### config.mk
export PLATFORM = sky130hd
export DESIGN_NAME = des_dec_key_sched_flat
export DESIGN_NICKNAME = d
export VERILOG_FILES = /design/src/rtl/des_dec_key_sched_if.sv /design/src/rtl/des_dec_key_sched.sv /design/src/flat_wrapper.sv
export SDC_FILE = /design/constraint.sdc
export NUM_CORES = 1
export LEC_CHECK = 0
export BUFFER_PORTS_ARGS = -buffer_cell sky130_fd_sc_hd__buf_2
export CAP_MARGIN = 10
export CORE_ASPECT_RATIO = 0.6
export CORE_MARGIN = 4
export CORE_UTILIZATION = 49
export CTS_CLUSTER_SIZE = 16
export DETAILED_ROUTE_END_ITERATION = 8
export GPL_ROUTABILITY_DRIVEN = 0
export PLACE_DENSITY = 0.8
export SETUP_SLACK_MARGIN = 0.15
export SLEW_MARGIN = 20
export SYNTH_ARGS = -nofsm -noshare
export SYNTH_HDL_FRONTEND = slang
export SYNTH_SLANG_ARGS = --single-unit
### constraint.sdc
create_clock -name clk -period 3.4 [get_ports clk]
set_clock_uncertainty 0.05 [all_clocks]
set_input_delay 0.51 -clock clk [delete_from_list [all_inputs] [get_ports clk]]
set_output_delay 0.51 -clock clk [all_outputs]
set_load 0.005 [all_outputs]
### src/rtl/des_dec_key_sched_if.sv
// Handshake bundle between the DES decrypt key scheduler and its subkey consumer.
interface des_dec_key_sched_if;
  localparam int unsigned KEY_W    = 64;
  localparam int unsigned SUBKEY_W = 48;
  localparam int unsigned ROUND_W  = 5;

  logic                start;
  logic [KEY_W-1:0]    key_in;
  logic                subkey_ready;
  logic                subkey_valid;
  logic [SUBKEY_W-1:0] subkey;
  logic [ROUND_W-1:0]  round_num;
  logic                busy;
  logic                done;

  modport master (
    output start, key_in, subkey_ready,
    input  subkey_valid, subkey, round_num, busy, done
  );

  modport slave (
    input  start, key_in, subkey_ready,
    output subkey_valid, subkey, round_num, busy, done
  );
endinterface

### src/rtl/des_dec_key_sched.sv
// Iterative DES decryption key schedule: emits K16..K1, one subkey per valid/ready transfer.
// DES bit n (1 = MSB) of a W-bit vector lives at index W-n.
module des_dec_key_sched (
  input  logic                clk,
  input  logic                rst,
  des_dec_key_sched_if.slave  bus
);
  localparam int unsigned KEY_W    = 64;
  localparam int unsigned HALF_W   = 28;
  localparam int unsigned CD_W     = 56;
  localparam int unsigned SUBKEY_W = 48;
  localparam int unsigned ROUND_W  = 5;

  localparam int unsigned PC1_TBL [CD_W] = '{
    57, 49, 41, 33, 25, 17,  9,  1, 58, 50, 42, 34, 26, 18,
    10,  2, 59, 51, 43, 35, 27, 19, 11,  3, 60, 52, 44, 36,
    63, 55, 47, 39, 31, 23, 15,  7, 62, 54, 46, 38, 30, 22,
    14,  6, 61, 53, 45, 37, 29, 21, 13,  5, 28, 20, 12,  4
  };

  localparam int unsigned PC2_TBL [SUBKEY_W] = '{
    14, 17, 11, 24,  1,  5,  3, 28, 15,  6, 21, 10,
    23, 19, 12,  4, 26,  8, 16,  7, 27, 20, 13,  2,
    41, 52, 31, 37, 47, 55, 30, 40, 51, 45, 33, 48,
    44, 49, 39, 56, 34, 53, 46, 42, 50, 36, 29, 32
  };

  typedef enum logic {IDLE, EMIT} state_t;

  function automatic logic [CD_W-1:0] pc1(input logic [KEY_W-1:0] k);
    logic [CD_W-1:0] o;
    o = '0;
    for (int j = 0; j < int'(CD_W); j++)
      o[6'(int'(CD_W) - 1 - j)] = k[6'(int'(KEY_W) - int'(PC1_TBL[j]))];
    return o;
  endfunction

  function automatic logic [SUBKEY_W-1:0] pc2(input logic [CD_W-1:0] cd);
    logic [SUBKEY_W-1:0] o;
    o = '0;
    for (int j = 0; j < int'(SUBKEY_W); j++)
      o[6'(int'(SUBKEY_W) - 1 - j)] = cd[6'(int'(CD_W) - int'(PC2_TBL[j]))];
    return o;
  endfunction

  // Right rotate undoes the encryption-side left shift for the round being left.
  function automatic logic [HALF_W-1:0] rotr(input logic [HALF_W-1:0] x, input logic two);
    return two ? {x[1:0], x[HALF_W-1:2]} : {x[0], x[HALF_W-1:1]};
  endfunction

  state_t              r_state;
  logic [HALF_W-1:0]   r_c;
  logic [HALF_W-1:0]   r_d;
  logic [ROUND_W-1:0]  r_round;
  logic [SUBKEY_W-1:0] r_subkey;
  logic                r_valid;
  logic                r_busy;
  logic                r_done;

  logic [CD_W-1:0]     w_pc1;
  logic                w_shift2;
  logic [HALF_W-1:0]   w_c_rot;
  logic [HALF_W-1:0]   w_d_rot;
  logic [SUBKEY_W-1:0] w_subkey_rot;

  assign w_pc1        = pc1(bus.key_in);
  assign w_shift2     = !((r_round == 5'd1) || (r_round == 5'd2) ||
                          (r_round == 5'd9) || (r_round == 5'd16));
  assign w_c_rot      = rotr(r_c, w_shift2);
  assign w_d_rot      = rotr(r_d, w_shift2);
  assign w_subkey_rot = pc2({w_c_rot, w_d_rot});

  // K16 comes straight from C0D0: the full schedule rotates each half by 28.
  always_ff @(posedge clk) begin
    if (rst) begin
      r_state  <= IDLE;
      r_c      <= '0;
      r_d      <= '0;
      r_round  <= '0;
      r_subkey <= '0;
      r_valid  <= 1'b0;
      r_busy   <= 1'b0;
      r_done   <= 1'b0;
    end else begin
      r_done <= 1'b0;
      case (r_state)
        IDLE: begin
          if (bus.start) begin
            r_c      <= w_pc1[CD_W-1:HALF_W];
            r_d      <= w_pc1[HALF_W-1:0];
            r_subkey <= pc2(w_pc1);
            r_round  <= 5'd16;
            r_valid  <= 1'b1;
            r_busy   <= 1'b1;
            r_state  <= EMIT;
          end
        end
        EMIT: begin
          if (bus.subkey_ready) begin
            if (r_round == 5'd1) begin
              r_valid <= 1'b0;
              r_busy  <= 1'b0;
              r_done  <= 1'b1;
              r_state <= IDLE;
            end else begin
              r_c      <= w_c_rot;
              r_d      <= w_d_rot;
              r_subkey <= w_subkey_rot;
              r_round  <= r_round - 5'd1;
            end
          end
        end
        default: r_state <= IDLE;
      endcase
    end
  end

  assign bus.subkey_valid = r_valid;
  assign bus.subkey       = r_subkey;
  assign bus.round_num    = r_round;
  assign bus.busy         = r_busy;
  assign bus.done         = r_done;
endmodule

### src/flat_wrapper.sv
// flat-port wrapper written by rule: the top's interface ports become plain ports
module des_dec_key_sched_flat 
  (clk, rst, bus_start, bus_key_in, bus_subkey_ready, bus_subkey_valid, bus_subkey, bus_round_num, bus_busy, bus_done);
  des_dec_key_sched_if bus_i ();
  input  logic clk;
  input  logic rst;
  input wire logic [$bits(bus_i.start)-1:0] bus_start;
  input wire logic [$bits(bus_i.key_in)-1:0] bus_key_in;
  input wire logic [$bits(bus_i.subkey_ready)-1:0] bus_subkey_ready;
  output wire logic [$bits(bus_i.subkey_valid)-1:0] bus_subkey_valid;
  output wire logic [$bits(bus_i.subkey)-1:0] bus_subkey;
  output wire logic [$bits(bus_i.round_num)-1:0] bus_round_num;
  output wire logic [$bits(bus_i.busy)-1:0] bus_busy;
  output wire logic [$bits(bus_i.done)-1:0] bus_done;
  assign bus_i.start = bus_start;
  assign bus_i.key_in = bus_key_in;
  assign bus_i.subkey_ready = bus_subkey_ready;
  assign bus_subkey_valid = bus_i.subkey_valid;
  assign bus_subkey = bus_i.subkey;
  assign bus_round_num = bus_i.round_num;
  assign bus_busy = bus_i.busy;
  assign bus_done = bus_i.done;
  des_dec_key_sched u_core (.clk(clk), .rst(rst), .bus(bus_i));
endmodule
Word-level counts from Yosys, hierarchy flattened
Index checks and enable logic that the tools add are counted.

cells by class
  add/subtract/negate cells = 1
  eq/ne operators = 8
  multiplexer cells = 27
  bitwise gates (word level) = 2
  reduce and logical (&&, ||, !) cells = 6

operator list
  kind                                                                    count
  28-bit two-way mux                                                      8
  48-bit two-way mux                                                      3
  28-bit one-hot mux with 2 select lines                                  2
  48-bit one-hot mux with 2 select lines                                  1
  5-bit two-way mux                                                       3
  5-bit one-hot mux with 2 select lines                                   1
  2-bit != test (second input constant)                                   4
  1-bit two-way mux                                                       7
  3-bit AND reduction                                                     2
  5-bit by 1-bit equality test with 1-bit output (second input constant)  1
  5-bit by 2-bit equality test with 1-bit output (second input constant)  1
  5-bit by 4-bit equality test with 1-bit output (second input constant)  1
  5-bit equality test (second input constant)                             1
  5-bit by 1-bit subtractor with 5-bit output (second input constant)     1
  1-bit one-hot mux with 2 select lines                                   2
  1-bit logical OR                                                        3
  3-bit OR reduction                                                      1
  1-bit inverter                                                          2

storage, ports and cells
  bits in registers = 112
  output and inout port bits = 56
  word-level logic and storage cells = 51

Depth between registers and ports, before layout
Gate-level depths: netlist of the first run.

  word-level depth = 8
  gate-level depth with buffers = 8
  gate-level depth less buffers = 6

Worst setup path before layout of the first run
OpenSTA, ideal clock, no wires.

  path kind = register -> register
  from = register u_core.r_round[1] (netlist: u_core.bus.round_num[1])
  to = register u_core.r_c[27]
  setup time = 0.122 ns
  data arrival time = 1.766 ns
  data required time = 3.228 ns
  slack = 1.462 ns
  cell stages (with the launch flop) = 8
  buffers on the path = 1
  period minus slack after synthesis = 1.938 ns
  path through = dfxtp_1 inv_1 ha_1 or4b_4 nand2_8 nor3_2 buf_6 a221o_1

on the way
  cells in the longest elaborated chain, start to end = 8

RTL lines
  element                                                                                                                  line                                               text
  from (decl)                                                                                                              des_dec_key_sched.sv:54                            logic [ROUND_W-1:0] r_round;
  from (signal assigned)                                                                                                   des_dec_key_sched.sv:109                           r_round <= r_round - 5'd1;
  5-bit by 1-bit equality test with 1-bit output / 5-bit by 2-bit equality test with 1-bit output (equally long branches)  des_dec_key_sched.sv:67, des_dec_key_sched.sv:100
  1-bit logical OR (2 in a row)                                                                                            des_dec_key_sched.sv:67                            assign w_shift2 = !((r_round == 5'd1) || (r_round == 5'd2) ||
  1-bit logical OR                                                                                                         des_dec_key_sched.sv:68                            (r_round == 5'd9) || (r_round == 5'd16));
  28-bit two-way mux                                                                                                       des_dec_key_sched.sv:48                            return two ? {x[1:0], x[HALF_W-1:2]} : {x[0], x[HALF_W-1:1]};
  28-bit two-way mux                                                                                                       des_dec_key_sched.sv:100                           if (r_round == 5'd1) begin
  28-bit two-way mux                                                                                                       des_dec_key_sched.sv:99                            if (bus.subkey_ready) begin
  28-bit one-hot mux with 2 select lines                                                                                   des_dec_key_sched.sv:86                            case (r_state)
  to (signal assigned)                                                                                                     des_dec_key_sched.sv:89                            r_c <= w_pc1[CD_W-1:HALF_W];
  to (signal assigned)                                                                                                     des_dec_key_sched.sv:106                           r_c <= w_c_rot;
  to (decl)                                                                                                                des_dec_key_sched.sv:52                            logic [HALF_W-1:0] r_c;

Parallel ways exist; a longest one is shown, timed or not. The select of a mux whose other input is x is not followed.
A chain may end at the register's enable or synchronous reset.

Final worst setup path of the first run
  from = register u_core.r_round[1] (netlist: u_core.bus.round_num[1])
  to = register u_core.r_c[25]

Same word-level chain as after synthesis.

==> flow_summary_export.csv, run 1 <==
group,metric,value,unit
outcome,status,"completed",
yosys,synthMuxAreaShare,0.645,%
worst_setup_path,crit_path_end_kind,"flip-flop",
die,row_count,22,
yosys,synth_area,0.00330,mm2
sta,fin_crit_sh,75.8,%
power,p_leak,1.64,nW
power,swShare,27.7,%
power,p_seq_share,45.9,%
cts,clockBufferDepth,2,
yosys,yosys.area_share.simple,18.8,%
sta,min_period,2580,ps
global_route,grt_pass1_vias,2452,
global_route,grt_first_pass_wirelength,12400,um
worst_setup_path,start_kind,"flip-flop",
cts,numCtsBuffers,9,
detailed_routing,drt_iter0_drc,335,
final_layout,fin_nets,452,
final_layout,area_growth,5.99,%
sta,relSlewSlack,49.4,%
yosys,yosys_warnings,0,
sta,finalSetupViolations,0,
worst_setup_path,path_max_fanout,46,
detailed_routing,routed_wl,7560,um
yosys,synth_top_family_by_area,"compound AO/OA/AOI/OAI gates",
final_layout,fin_util,55.5,%
power,switchingPower,485,uW
die,die_area,0.00815,mm2
final_layout,final_cells,469,
yosys,syn_area_per_cell,9.01,um2
detailed_routing,avgRoutedWirePerCell,16.1,um
run,drv_cap,0,
power,clock_power_share,41.6,%
global_route,grt_util_all_layers,18.6,%
detailed_routing,vias,2699,
detailed_routing,drcViolationCount,0,
yosys,synth_cells,366,
yosys,synth_edf_count,0,
sta,maxSlewViolCount,0,
detailed_routing,drt_pass1_iterations,5,
placement,hpwl,4960,um
cts,clock_latency,350,ps
cts,post-cts-setup-buffers,0,
global_route,grt_overflow,0,
sta,hold_viol_final,0,
power,p_int,1.26,mW
sta,max_freq,388,MHz
detailed_routing,ant_nets,0,
yosys,synth_cell_types,33,
global_route,grt_max_degree,47,
die,die_w,114,um
sta,tns,0,ps
worst_hold_path,min_path_type,"reg -> reg",
cts,cts_tree,"yes",
cts,cts_num_sinks,64,
power,vdd_drop_max,0.230,mV
yosys,ys_seq_elements,64,
yosys,synth-adder-area-share,1.52,%
final_layout,n_antenna_cell,0,
placement,placed_cells,453,
sta,rsz0062_at_grt,"no",
global_route,antenna_found_initial,0,
power,power.density,500,mW/mm2
die,start_util,52.3,%
cts,cts_hold_buffers,0,
cts,root_buffer,"clkbuf_8",
sta,tightest_slew,759,ps
worst_setup_path,worstPathArrival,2810,ps
placement,dp_slack,879,ps
worst_setup_path,worstPathRequired,3630,ps
yosys,synth-compound-area-share,22.8,%
die,core_area,0.00630,mm2
cts,htree_levels,3,
final_layout,drive_above_1_share,26.0,%
yosys,synth_flop_cell,"dfxtp_1",
power,p_comb_share,12.5,%
yosys,async_flop_share,0,%
cts,path_clk_slew,80,ps
yosys,yosysSeqAreaShare,38.8,%
cts,post_cts_resized,0,
yosys,synth_xor_area_share,0.531,%
sta,holdWs,419,ps
worst_setup_path,worstSetupPathType,"reg -> reg",
die,die_y,71.6,um
detailed_routing,drt-vias-per-instance,5.75,
placement,port_buffers,53,
die,io_pins,124,
sta,layout_setup_ws,822,ps
[placed cells by master, fill, tap and decap left out, types with 2 or more instances in the layout]
cell / synthesis / routed
a21oi_1: 36 / 35
a221o_1: 40 / 40
a31o_2: 16 / 16
and2_1: 2 / 2
and3_1: 40 / 40
buf_2: 10 / 53
buf_4: 52 / 6
bufinv_16: 0 / 2
clkbuf_8: 0 / 9
clkinvlp_4: 0 / 3
conb_1: 1 / 22
dfxtp_1: 64 / 64
ha_1: 4 / 4
inv_1: 2 / 2
nand2_1: 49 / 49
nand3_1: 6 / 6
nor2_1: 6 / 6
nor2b_1: 3 / 3
nor3_1: 4 / 3
nor3_2: 1 / 2
xor2_1: 2 / 2
[final cells by class]
class,count,area (um2)
Clock buffer,9,124
Clock inverter,7,96.3
Fill cell,573,2810
Inverter,2,7.51
Multi-Input combinational cell,243,1550
Sequential cell,64,1280
Tap cell,84,105
Timing Repair Buffer,60,330
[Yosys cell counts, types with 3 or more instances]
master | count | share of area [%]
nor3_1 | 4 | 0.61
dfxtp_1 | 64 | 39
clkbuf_1 | 8 | 0.91
nor2b_1 | 3 | 0.57
buf_2 | 10 | 1.5
buf_4 | 52 | 12
a21oi_1 | 36 | 5.5
nand2_1 | 49 | 5.6
nand3_1 | 6 | 0.91
a221o_1 | 40 | 12
buf_6 | 6 | 2.0
and3_1 | 40 | 7.6
ha_1 | 4 | 1.5
a31o_2 | 16 | 4.2
nor2_1 | 6 | 0.68
[registers in the layout (all words and copies together) (netlist names)]
| signal | flops |
|---|---|
| u_core.bus.round_num | 5 |
| u_core.bus.subkey_valid | 1 |
| u_core.bus.done | 1 |
| u_core.r_c | 28 |
| u_core.r_d | 27 |
| u_core.bus.subkey | 1 |
| u_core.r_state | 1 |
[worst max-delay path, cell delays in order (launching register included)]
cell and delay [ps]:
dfxtp_1 360, inv_1 110, ha_1 240, or4b_4 550, nand2_8 260, and2_1 520, buf_12 220, a221o_1 170
[per-layer routing]
layer / part of all wire [%] / global-route usage [%] / up-vias
met3: 6.6 / 3.38 / 9
li1: - / - / 1291
met2: 45 / 28.0 / 112
met1: 47 / 26.7 / 1287
met5: 0 / 0 / -
met4: 1.2 / 6.72 / 0
[power by group through the flow]
stage / clock [mW] / combinational, mW / sequential [mW]
CTS: 0.734 / 0.219 / 0.802
floorplan: 0 / 0.198 / 0.811
finish: 0.727 / 0.220 / 0.803
global placement: 0 / 0.212 / 0.818
detailed placement: 0 / 0.218 / 0.819
global route: 0.774 / 0.245 / 0.806
[cells by family (layout without fill, tap and decap cells)]
logic type,Yosys count,after routing
buffers and inverters,80,78
adders and majority gates,4,4
AOI/OAI and AO/OA,96,96
muxes,2,2
DFF,64,64
xor gates and xnor gates,2,2
and+or+nand+nor,117,117
other,1,22
[per-stage QoR]
step | total power [mW] | cell area, um2
2_1_floorplan | 1.01 | 3380
3_3_place_gp | 1.03 | 3280
3_5_place_dp | 1.04 | 3280
4_1_cts | 1.76 | 3500
5_1_grt | 1.83 | 3500
6_report | 1.75 | 3500
[worst paths after layout]
kind                                                           start                     endpoint  slack [ps]  cells after the start
worst max-delay path            u_core.bus.round_num[1]$_SDFFE_PP0P_  u_core.r_c[25]$_SDFFE_PP0P_         820                      7
worst min-delay path                     u_core.r_d[13]$_SDFFE_PP0P_  u_core.r_d[11]$_SDFFE_PP0P_         420                      2
worst max register to register  u_core.bus.round_num[1]$_SDFFE_PP0P_  u_core.r_c[25]$_SDFFE_PP0P_         820                      7
worst min register to register           u_core.r_d[13]$_SDFFE_PP0P_  u_core.r_d[11]$_SDFFE_PP0P_         420                      2
Note: power is estimated with default switching activity, not from simulation.
==> run 2: changes to the inputs <==
--- a/config.mk
+++ b/config.mk
@@ -9,11 +9,11 @@
 export CAP_MARGIN = 10
 export CORE_ASPECT_RATIO = 0.6
 export CORE_MARGIN = 4
-export CORE_UTILIZATION = 49
+export CORE_UTILIZATION = 45
 export CTS_CLUSTER_SIZE = 16
 export DETAILED_ROUTE_END_ITERATION = 8
 export GPL_ROUTABILITY_DRIVEN = 0
-export PLACE_DENSITY = 0.8
+export PLACE_DENSITY = 0.77
 export SETUP_SLACK_MARGIN = 0.15
 export SLEW_MARGIN = 20
 export SYNTH_ARGS = -nofsm -noshare
==> constraint.sdc (replaced) <==
create_clock -name clk -period 2.15 [get_ports clk]
set_clock_uncertainty 0.05 [all_clocks]
set_input_delay 0.3225 -clock clk [delete_from_list [all_inputs] [get_ports clk]]
set_output_delay 0.3225 -clock clk [all_outputs]
set_load 0.005 [all_outputs]
==> run 2 against run 1 <==
- flip-flop and latch count unchanged
- largest cell class unchanged
- cell area increased by 11%
- fmax up 29%
- critical endpoint is now u_core.r_c[15]$_SDFFE_PP0P_
==> flow_summary_export.csv, run 2 (synthesized netlist as in run 1, its figures left out) <==
group,metric,value,unit
detailed_routing,vias,2853,
final_layout,largest_register,"u_core.r_c",
cts,cts_num_sinks,64,
die,start_util,48.0,%
cts,clockBufferDepth,2,
sta,finalSetupViolations,0,
global_route,antenna_found_initial,0,
sta,layout_setup_ws,147,ps
die,die_area,0.00881,mm2
final_layout,n_antenna_cell,0,
worst_setup_path,crit_path_end_kind,"flip-flop",
global_route,grt_util_all_layers,18.8,%
power,vdd_drop_max,0.670,mV
worst_setup_path,worstSetupPathType,"reg -> reg",
cts,htree_levels,3,
power,total_power,3.20,mW
sta,holdWs,240,ps
detailed_routing,drt-vias-per-instance,5.76,
global_route,grt_pass1_vias,2606,
sta,rsz0062_at_grt,"yes",
worst_setup_path,worstPathArrival,2170,ps
final_layout,area_growth,17.9,%
final_layout,fin_nets,475,
worst_setup_path,start_kind,"flip-flop",
die,die_w,119,um
cts,clock_latency,340,ps
final_layout,largest_register_ffs,28,
cts,numCtsBuffers,9,
final_layout,stdcell_area,0.00389,mm2
global_route,grt_first_pass_wirelength,13200,um
detailed_routing,drcViolationCount,0,
placement,post_dp_cell_area,0.00337,mm2
sta,maxSlewViolCount,0,
worst_hold_path,min_path_type,"in -> reg",
worst_setup_path,path_max_fanout,7,
die,core_area,0.00688,mm2
cts,path_clk_slew,50,ps
global_route,grt_overflow,0,
global_route,grt_max_degree,35,
placement,dp_slack,-195,ps
power,p_leak,1.82,nW
final_layout,drive_above_1_share,31.4,%
worst_setup_path,crit_family,"simple AND/OR/NAND/NOR gates",
die,die_y,74.3,um
detailed_routing,routed_wl,8500,um
sta,min_period,2000,ps
worst_setup_path,worst-path-buf-inv,3,
placement,hpwl,5210,um
sta,tns,0,ps
worst_setup_path,worst_path_max_delay_cell,"or4b_4",
worst_setup_path,path_cells,"buf_6 -> ha_4 -> or4b_4 -> nand2_8 -> buf_6 -> nor3_4 -> clkbuf_16 -> a221o_1",
worst_setup_path,cpMostUsedCell,"buf_6",
final_layout,final_common_cell,"dfxtp_1",
power,power.density,823,mW/mm2
detailed_routing,drt_iter0_drc,412,
detailed_routing,ant_nets,0,
worst_setup_path,max_stage_delay,510,ps
sta,tightest_slew,617,ps
run,drv_cap,0,
final_layout,layout_common_cells,"62 x dfxtp_1, 53 x buf_2, 49 x nand2_1",
die,io_pins,124,
detailed_routing,drt_pass1_iterations,5,
cts,root_buffer,"clkbuf_16",
final_layout,final_cells,495,
worst_setup_path,r2r_slack,150,ps
cts,cts_hold_buffers,0,
final_layout,fill_cells,623,
sta,hold_viol_final,0,
placement,port_buffers,53,
worst_setup_path,worstPathRequired,2320,ps
sta,relSlewSlack,58.7,%
die,row_count,23,
placement,placed_cells,465,
outcome,status,"completed",
sta,fin_crit_sh,93.2,%
final_layout,fin_util,56.5,%
sta,max_freq,499,MHz
detailed_routing,avgRoutedWirePerCell,17.2,um
cts,cts_tree,"yes",
## run 2: routing by layer
metal / part of all wire (%) / wire length [um] / vias up / track usage (%)
met5: 0 / 0 / - / 0
met3: 5.5 / 464 / 11 / 6.46
met4: 1.1 / 95 / 0 / 6.55
met1: 47 / 4010 / 1394 / 24.8
met2: 46 / 3920 / 103 / 29.1
li1: - / - / 1345 / -
## run 2: worst reg2reg max path, stage by stage (launching register included)
cell and delay (ps):
dfxtp_2 330, buf_6 110, ha_4 140, or4b_4 510, nand2_8 120, buf_6 110
nor3_4 50, clkbuf_16 180, a221o_1 290
## run 2: timing repair
item,in CTS,in global routing
cloned,2,1
setup buffers,7,4
pin swaps,3,3
gates resized for setup,8,9
endpoints found under the setup margin,53,49
## run 2: final cells by class
class	instances	area, um2	area share (%)
inverters	2	10.0	0.257
clock inverters	6	67.6	1.74
well taps	87	109	2.80
repair buffers	81	574	14.8
clock buffers	10	239	6.15
flip-flops and latches	64	1280	33.0
multi-input cells	245	1600	41.3
## run 2: report_power, final
part           switching [mW]  internal, mW  total, mW
clock                   0.558         0.932       1.49
combinational           0.258         0.186      0.444
sequential             0.0404          1.23       1.27
## run 2: worst paths after layout
| kind | from | to | cells past startpoint |
|---|---|---|---|
| max | u_core.bus.round_num[0]$_SDFFE_PP0P_ | u_core.r_c[15]$_SDFFE_PP0P_ | 8 |
| min | bus_start | u_core.r_state$_SDFF_PP0_ | 3 |
| max reg2reg | u_core.bus.round_num[0]$_SDFFE_PP0P_ | u_core.r_c[15]$_SDFFE_PP0P_ | 8 |
| min reg2reg | u_core.r_c[3]$_SDFFE_PP0P_ | u_core.r_c[1]$_SDFFE_PP0P_ | 2 |
==> run 3: changes to the inputs <==
--- a/config.mk
+++ b/config.mk
@@ -9,11 +9,12 @@
 export CAP_MARGIN = 10
 export CORE_ASPECT_RATIO = 0.6
 export CORE_MARGIN = 4
-export CORE_UTILIZATION = 45
+export CORE_UTILIZATION = 49
+export CTS_BUF_LIST = sky130_fd_sc_hd__clkbuf_16
 export CTS_CLUSTER_SIZE = 16
 export DETAILED_ROUTE_END_ITERATION = 8
 export GPL_ROUTABILITY_DRIVEN = 0
-export PLACE_DENSITY = 0.77
+export PLACE_DENSITY = 0.8
 export SETUP_SLACK_MARGIN = 0.15
 export SLEW_MARGIN = 20
 export SYNTH_ARGS = -nofsm -noshare
==> constraint.sdc (replaced) <==
create_clock -name clk -period 2.4 [get_ports clk]
set_clock_uncertainty 0.05 [all_clocks]
set_input_delay 0.36 -clock clk [delete_from_list [all_inputs] [get_ports clk]]
set_output_delay 0.36 -clock clk [all_outputs]
set_load 0.005 [all_outputs]
==> run 3 against run 2 <==
- total power fell by 15%
- die area fell by 7.5%
- combinational power fell by 23%
- hold slack improved by 90 ps
- largest cell class unchanged
- highest routed layer unchanged
- cell count fell by 4.0%
- critical path type unchanged
- first-iteration DRC count fell by 33%
- clock-buffer cell count fell by 1
- non-clock buffer count fell by 15
- sequential power fell by 10%
- cell area fell by 6.3%
- fmax fell by 9.8%
- flip-flop and latch count did not move
==> flow_summary_export.csv, run 3 (synthesized netlist as in run 1, its figures left out) <==
group,metric,value,unit
outcome,status,"completed",
placement,post_dp_cell_area,0.00330,mm2
die,start_util,52.3,%
final_layout,largest_register_ffs,28,
cts,path_clk_slew,50,ps
die,row_count,22,
die,die_w,114,um
worst_setup_path,worstSetupPathType,"reg -> reg",
worst_setup_path,crit_path_end_kind,"flip-flop",
detailed_routing,drt-vias-per-instance,5.75,
sta,rsz0062_at_grt,"yes",
final_layout,final_common_cell,"dfxtp_1",
die,die_area,0.00815,mm2
cts,cts_hold_buffers,0,
detailed_routing,ant_nets,0,
die,io_pins,124,
final_layout,n_antenna_cell,0,
final_layout,fin_nets,459,
final_layout,largest_register,"u_core.r_c",
sta,finalSetupViolations,0,
final_layout,area_growth,10.5,%
cts,cts_tree,"yes",
power,p_leak,1.72,nW
cts,numCtsBuffers,9,
sta,maxSlewViolCount,0,
detailed_routing,routed_wl,7880,um
sta,hold_viol_final,0,
detailed_routing,drt_pass1_iterations,4,
power,total_power,2.71,mW
sta,max_freq,450,MHz
power,vdd_drop_max,0.388,mV
worst_setup_path,worstPathRequired,2560,ps
worst_hold_path,hp-start,"bus_start",
final_layout,drive_above_1_share,27.1,%
global_route,grt_pass1_vias,2410,
worst_setup_path,cp-startpoint,"u_core.bus.round_num[1]$_SDFFE_PP0P_",
global_route,grt_first_pass_wirelength,12400,um
cts,htree_levels,3,
global_route,grt_max_degree,40,
global_route,globalRouteMet1Util,26.9,%
sta,min_period,2220,ps
detailed_routing,vias,2730,
final_layout,layout_common_cells,"64 x dfxtp_1, 53 x buf_2, 49 x nand2_1",
worst_setup_path,path_max_fanout,22,
power,power.density,745,mW/mm2
cts,cts_num_sinks,64,
global_route,antenna_found_initial,0,
final_layout,final_cells,475,
die,die_y,71.6,um
detailed_routing,drt_iter0_drc,278,
cts,clock_latency,330,ps
global_route,grt_overflow,0,
sta,holdWs,330,ps
global_route,grt_util_met2,27.5,%
final_layout,stdcell_area,0.00364,mm2
global_route,met3_usage,5.82,%
detailed_routing,drcViolationCount,0,
worst_setup_path,r2r-start,"u_core.bus.round_num[1]$_SDFFE_PP0P_",
sta,fin_crit_sh,92.6,%
worst_hold_path,min_path_type,"in -> reg",
worst_setup_path,worstPathArrival,2380,ps
placement,hpwl,5000,um
sta,relSlewSlack,45.3,%
sta,tightest_slew,820,ps
worst_setup_path,start_kind,"flip-flop",
global_route,grt_busiest_layer,"met2",
placement,port_buffers,53,
detailed_routing,avgRoutedWirePerCell,16.6,um
run,drv_cap,0,
cts,root_buffer,"clkbuf_16",
cts,clockBufferDepth,2,
global_route,grt_util_all_layers,19.0,%
die,core_area,0.00630,mm2
placement,placed_cells,456,
[run 3: worst paths after layout]
path,to,slack (ps),cells after the start
worst max-delay path,u_core.r_d[2]$_SDFFE_PP0P_,180,7
worst min-delay path,u_core.r_state$_SDFF_PP0_,330,3
worst max register to register,u_core.r_d[2]$_SDFFE_PP0P_,180,7
worst min register to register,u_core.r_d[19]$_SDFFE_PP0P_,420,2
[run 3: through the flow]
| step | worst slack, ps | util [%] | TNS [ps] |
|---|---|---|---|
| 2_1_floorplan | 462 | - | 0 |
| 3_3_place_gp | 45.1 | 52.3 | 0 |
| 3_5_place_dp | -21.0 | 52.3 | -134 |
| 4_1_cts | 194 | 57.0 | 0 |
| 5_1_grt | 121 | 57.8 | 0 |
| 6_report | 179 | 57.8 | 0 |
[run 3: metal layers]
layer | routed length, um | up-vias
met5 | 0 | -
met4 | 142 | 0
met3 | 633 | 11
met2 | 3550 | 118
met1 | 3560 | 1293
li1 | - | 1308
[run 3: timing repair]
item | in CTS | in global routing
pin swaps | 0 | 2
setup endpoints to repair | 27 | 56
cloned | 1 | 0
resized for setup | 1 | 4
buffers inserted | 0 | 3
[run 3: critical path, stage by stage, from the launching register on]
cell and delay, ps:
dfxtp_1 360, inv_1 120, ha_2 230, or4b_4 530, nand2_8 140, nor3_2 50, buf_4 220, a221o_1 380
[run 3: final cells by class]
class	instances	area [um2]
repair buffers	66	395
fillers	571	2660
multi-input cells	244	1580
clock buffers	9	225
inverters	2	7.51
flip-flops and latches	64	1280
well taps	84	105
clock inverters	6	52.6
[run 3: where the power goes]
part	total [mW]	switching, mW	internal [mW]
clock network	1.23	0.451	0.784
registers	1.14	0.0385	1.10
logic	0.341	0.215	0.126
total	2.71	0.704	2.01
